### config.mk
export PLATFORM = sky130hd
export DESIGN_NAME = fetch_unit
export DESIGN_NICKNAME = d
export VERILOG_FILES = /design/src/rtl/fetch_pkg.sv /design/src/rtl/fetch_fifo.sv /design/src/rtl/fetch_unit.sv
export SDC_FILE = /design/constraint.sdc
export NUM_CORES = 1
export LEC_CHECK = 0
export BUFFER_PORTS_ARGS = -buffer_cell sky130_fd_sc_hd__buf_2
export CAP_MARGIN = 20
export CORE_MARGIN = 5
export CORE_UTILIZATION = 36
export DETAILED_ROUTE_END_ITERATION = 12
export GPL_TIMING_DRIVEN = 0
export SLEW_MARGIN = 20
export SYNTH_ARGS = -nofsm -noshare
export SYNTH_HDL_FRONTEND = slang
export SYNTH_HIERARCHICAL = 1
export SYNTH_SLANG_ARGS = --single-unit
### constraint.sdc
create_clock -name clk -period 5 [get_ports clk]
set_input_delay 1.5 -clock clk [delete_from_list [all_inputs] [get_ports clk]]
set_output_delay 1.5 -clock clk [all_outputs]
set_load 0.02 [all_outputs]
### src/rtl/fetch_pkg.sv
// Shared types and helpers for the instruction-fetch front end.
package fetch_pkg;

    localparam int FETCH_DEPTH_DEF = 4;
    localparam int FETCH_XLEN_DEF  = 32;

    typedef struct packed {
        logic [FETCH_XLEN_DEF-1:0] pc;
        logic [FETCH_XLEN_DEF-1:0] instr;
    } fetch_entry_t;

    // Outstanding/drop counters must hold 0..DEPTH inclusive.
    function automatic int cnt_w(input int depth);
        return $clog2(depth) + 1;
    endfunction

endpackage

### src/rtl/fetch_fifo.sv
// Synchronous FIFO with flush; used for the fetch buffer and the pc-tag queue.
module fetch_fifo #(
    parameter int WIDTH = 8,
    parameter int DEPTH = 4
) (
    input  logic                     clk,
    input  logic                     rst,
    input  logic                     push,
    input  logic                     pop,
    input  logic                     flush,
    input  logic [WIDTH-1:0]         din,
    output logic [WIDTH-1:0]         dout,
    output logic                     full,
    output logic                     empty,
    output logic [$clog2(DEPTH):0]   count
);
    localparam int AW = $clog2(DEPTH);
    localparam int CW = AW + 1;

    logic [WIDTH-1:0] mem_q [DEPTH];
    logic [AW-1:0]    wr_q, rd_q;
    logic [CW-1:0]    cnt_q;
    logic             do_pop;

    assign full   = (cnt_q == CW'(DEPTH));
    assign empty  = (cnt_q == '0);
    assign count  = cnt_q;
    assign dout   = mem_q[rd_q];
    assign do_pop = pop && !empty;

    always_ff @(posedge clk or posedge rst) begin
        if (rst) begin
            wr_q  <= '0;
            rd_q  <= '0;
            cnt_q <= '0;
        end else if (flush) begin
            wr_q  <= '0;
            rd_q  <= '0;
            cnt_q <= '0;
        end else begin
            assert (!(push && full && !pop));
            if (push)
                wr_q <= wr_q + AW'(1);
            if (do_pop)
                rd_q <= rd_q + AW'(1);
            cnt_q <= cnt_q + CW'(push) - CW'(do_pop);
        end
    end

    // Storage carries no reset; pointers alone define validity.
    always_ff @(posedge clk) begin
        if (push && !flush)
            mem_q[wr_q] <= din;
    end

endmodule

### src/rtl/fetch_unit.sv
// Instruction-fetch front end: drives the PC counter, issues imem requests, buffers {pc, instr}.
// Optional performance counters are built when FETCH_PERF_EN is defined.
module fetch_unit
    import fetch_pkg::*;
#(
    parameter int DEPTH = FETCH_DEPTH_DEF,
    parameter int XLEN  = FETCH_XLEN_DEF
) (
`ifdef FETCH_PERF_EN
    output logic [31:0]     perf_stall_cycles,
    output logic [31:0]     perf_flush_count,
    output logic [31:0]     perf_drop_count,
`endif
    input  logic            clk,
    input  logic            rst,
    input  logic [XLEN-1:0] pc_in,
    output logic            pc_en,
    output logic            pc_load,
    output logic [XLEN-1:0] pc_target,
    input  logic            redir_valid,
    input  logic [XLEN-1:0] redir_target,
    output logic            imem_req_valid,
    input  logic            imem_req_ready,
    output logic [XLEN-1:0] imem_req_addr,
    input  logic            imem_rsp_valid,
    input  logic [XLEN-1:0] imem_rsp_data,
    output logic            if_valid,
    input  logic            if_ready,
    output logic [XLEN-1:0] if_pc,
    output logic [XLEN-1:0] if_instr
);
    localparam int CW = cnt_w(DEPTH);

    logic [CW-1:0]     n_q, n_d, d_q, d_d;
    logic [CW-1:0]     buf_count, tag_count;
    logic              buf_full, buf_empty, tag_full, tag_empty;
    logic [XLEN-1:0]   tag_head;
    logic [2*XLEN-1:0] buf_head;
    logic              credit_ok, fire, rsp_live, rsp_drop, if_pop;

    // Credit covers both in-flight responses and occupied buffer slots.
    assign credit_ok      = ({1'b0, n_q} + {1'b0, buf_count}) < (CW + 1)'(DEPTH);
    assign imem_req_valid = !rst && !redir_valid && credit_ok;
    assign imem_req_addr  = pc_in;
    assign fire           = imem_req_valid && imem_req_ready;

    assign pc_en     = !rst && (redir_valid || fire);
    assign pc_load   = !rst && redir_valid;
    assign pc_target = redir_target;

    assign rsp_live = imem_rsp_valid && (d_q == '0);
    assign rsp_drop = imem_rsp_valid && (d_q != '0);

    assign if_valid           = !rst && !buf_empty;
    assign if_pop             = if_valid && if_ready;
    assign {if_pc, if_instr}  = buf_head;

    always_comb begin
        n_d = n_q + CW'(fire) - CW'(imem_rsp_valid);
        d_d = d_q;
        if (redir_valid)
            d_d = n_d;
        else if (rsp_drop)
            d_d = d_q - CW'(1);
    end

    always_ff @(posedge clk or posedge rst) begin
        if (rst) begin
            n_q <= '0;
            d_q <= '0;
        end else begin
            assert (tag_count == n_q - d_q);
            assert (!rsp_live || !tag_empty);
            assert (!buf_full || n_q == '0);
            assert (!tag_full || buf_empty);
            n_q <= n_d;
            d_q <= d_d;
        end
    end

    fetch_fifo #(.WIDTH(2 * XLEN), .DEPTH(DEPTH)) u_buf (
        .clk   (clk),
        .rst   (rst),
        .push  (rsp_live),
        .pop   (if_pop),
        .flush (redir_valid),
        .din   ({tag_head, imem_rsp_data}),
        .dout  (buf_head),
        .full  (buf_full),
        .empty (buf_empty),
        .count (buf_count)
    );

    fetch_fifo #(.WIDTH(XLEN), .DEPTH(DEPTH)) u_tag (
        .clk   (clk),
        .rst   (rst),
        .push  (fire),
        .pop   (rsp_live),
        .flush (redir_valid),
        .din   (pc_in),
        .dout  (tag_head),
        .full  (tag_full),
        .empty (tag_empty),
        .count (tag_count)
    );

`ifdef FETCH_PERF_EN
    logic [31:0] stall_q, flush_q, drop_q;

    always_ff @(posedge clk or posedge rst) begin
        if (rst) begin
            stall_q <= '0;
            flush_q <= '0;
            drop_q  <= '0;
        end else begin
            if (!imem_req_valid)
                stall_q <= stall_q + 32'd1;
            if (redir_valid)
                flush_q <= flush_q + 32'd1;
            if (rsp_drop)
                drop_q <= drop_q + 32'd1;
        end
    end

    assign perf_stall_cycles = stall_q;
    assign perf_flush_count  = flush_q;
    assign perf_drop_count   = drop_q;
`endif

endmodule

==> impl_metrics.py <==
metrics = {
    "drt": {
        "wl_per_cell_um": 19.80,
        "drtPass1Iterations": 4,
        "via_per_inst": 4.632,
        "drtIter0Drc": 414,
        "drt-total-wl_mm": 31.01,
        "vias": 7253,
        "drc": 0,
        "postRouteAntennaNets": 0,
    },
    "cts": {
        "ctsLongestPathBuffers": 3,
        "clock_latency_ns": 0.53,
        "clock-sinks": 404,
        "post_cts_resize_count": 0,
        "cts_setup_buffers": 0,
        "cts_tree": "built",
        "numCtsBuffers": 43,
        "ctsHoldBuffers": 0,
        "cts_root_buf": "clkbuf_16",
        "clk_pin_slew_ns": 0.06,
        "htree_num_levels": 2,
    },
    "die": {
        "coreArea_sq_mm": 0.04317,
        "num_rows": 76,
        "initial_core_util_pct": 36.50,
        "die_h_um": 219.2,
        "die_x_um": 219.2,
        "ios": 234,
        "die_area_sq_mm": 0.04806,
    },
    "flow_run": {
        "cap_violations": 0,
    },
    "finish": {
        "multi_input_area_sq_mm": 0.002942,
        "fillers": 3781,
        "seq_area_sq_mm": 0.01203,
        "area_growth_syn_to_layout_pct": 20.83,
        "final_core_util_pct": 44.10,
        "finalInstanceArea_sq_mm": 0.01904,
        "final_layout_size_suffix_gt1_share_pct": 47.45,
        "fin_nets": 1073,
    },
    "placed_design": {
        "io_buffers": 201,
        "placed_area_sq_mm": 0.01772,
        "dp_hpwl_mm": 20.03,
        "place_congestion": 0.6668,
    },
    "synthesis": {
        "synth_area_per_cell_sq_um": 22.64,
        "synth_nets": 819,
        "yosys_warnings": 6,
        "netlist_instances": 696,
        "synth_area_sq_mm": 0.01576,
    },
    "timing": {
        "slew_headroom_pct": 50.12,
        "finalSetupTns_ns": 0,
        "worstMarginPinSlew_ns": 0.7482,
        "finalHoldViolations": 0,
        "rsz0062_at_grt": "no",
        "worst_clock_skew_ns": 0.01207,
        "slew_viol_final": 0,
        "max_freq_mhz": 225.2,
        "setup_viol": 0,
        "fin_crit_sh_pct": 88.80,
        "period_minus_slack_ns": 4.440,
    },
    "power": {
        "p_per_area_mw_per_mm2": 399.2,
        "max-vdd-ir-drop_mv": 0.2912,
        "power_mw": 7.600,
        "p_leak_nw": 6.624,
    },
    "critical_path": {
        "startpoint_type": "input port",
        "endpoint_kind": "output port",
        "slowest_delay_ns": 0.53,
        "worstSetupPathType": "input port to output port",
        "ff2ff_setup_slack_ns": 1.55,
        "crit_required_ns": 3.50,
        "slowest_stage": "or4b_4",
        "crit_chain": "buf_2 > or4_1 > or4b_4 > o21ai_1 > buf_2",
        "cp_common_cell": "buf_2",
        "critical_path_arrival_ns": 2.94,
        "cp_max_fo": 9,
    },
    "global_routing": {
        "overflow": 0,
        "grt_first_pass_wirelength_mm": 46.69,
        "grt_max_degree": 38,
        "grt_antenna_before_repair": 1,
        "track_usage_pct": 12.83,
        "first_global_vias": 7859,
    },
    "outcome": {
        "outcome": "finished clean",
    },
    "min_path": {
        "worstHoldPathType": "flop to flop",
    },
}
==> power breakdown <==
| part | leakage, nW | internal, mW | switching [mW] |
|---|---|---|---|
| Clock | 0.646 | 1.74 | 1.22 |
| Combinational | 2.26 | 0.333 | 0.415 |
| Sequential | 3.72 | 3.84 | 0.0493 |
==> critical path, delay by kind of cell <==
family | cells | cell delay [ns]
buffers and inverters | 2 | 0.32
AOI/OAI and AO/OA | 1 | 0.09
and+or+nand+nor | 2 | 1.03
==> registers in the layout, summed over array words and instances, names as in the netlist <==
signal,cells
d_q,3
n_q,3
u_buf/count,3
u_buf/mem_q,256
u_buf/rd_q,2
u_buf/wr_q,2
u_tag/count,3
u_tag/mem_q,128
u_tag/rd_q,2
u_tag/wr_q,2
==> metal layers <==
metal | global-route usage, % | routed length, um
met1 | 16.42 | 12850
met2 | 22.28 | 15870
met3 | 2.800 | 1706
met4 | 3.391 | 569
met5 | 0 | 11
==> cells in the final DEF (no fill, tap or decap), types with 8 or more instances in the layout <==
master     count
clkbuf_16     45
buf_12         8
buf_2        210
dfrtp_1       20
ha_1          18
mux4_2        92
nor2b_1        8
nor2_1        15
clkinv_2      12
buf_4         67
clkbuf_1      12
inv_1         21
edfxtp_1     384
==> final timing paths <==
check | startpoint | to | cells past startpoint
hold reg to reg | n_q[2]$_DFF_PP0_ | n_q[2]$_DFF_PP0_ | 1
hold / removal | n_q[2]$_DFF_PP0_ | n_q[2]$_DFF_PP0_ | 1
min in group asynchronous | rst | d_q[0]$_DFFE_PP0P_ | 2
max in group asynchronous | rst | u_tag/rd_q[1]$_DFFE_PP0P_ | 2
setup reg to reg | u_buf/count[2]$_DFF_PP0_ | d_q[2]$_DFFE_PP0P_ | 11
setup / recovery | redir_valid | pc_en | 5
==> through the flow <==
step                      worst slack [ns]  cells  hold WS (ns)
after detailed placement            0.5410   1490        0.5212
after global routing                0.4780   1565        0.5469
after global placement             -0.8900   1482        0.5255
after floorplan                     0.7779    696        0.4717
after CTS                           0.5401   1565        0.5341
final                               0.5599   1566        0.5343
==> cell type report <==
cell class | count | share of cell area, %
flip-flops and latches | 404 | 63.19
repair buffers | 209 | 6.361
clock inverters | 22 | 0.8674
clock buffers | 53 | 6.072
diodes | 1 | 0.01314
plain buffers | 89 | 3.785
multi-input cells | 182 | 15.45
well taps | 585 | 3.844
inverters | 21 | 0.4140
Power figures use the tool's default switching activity.
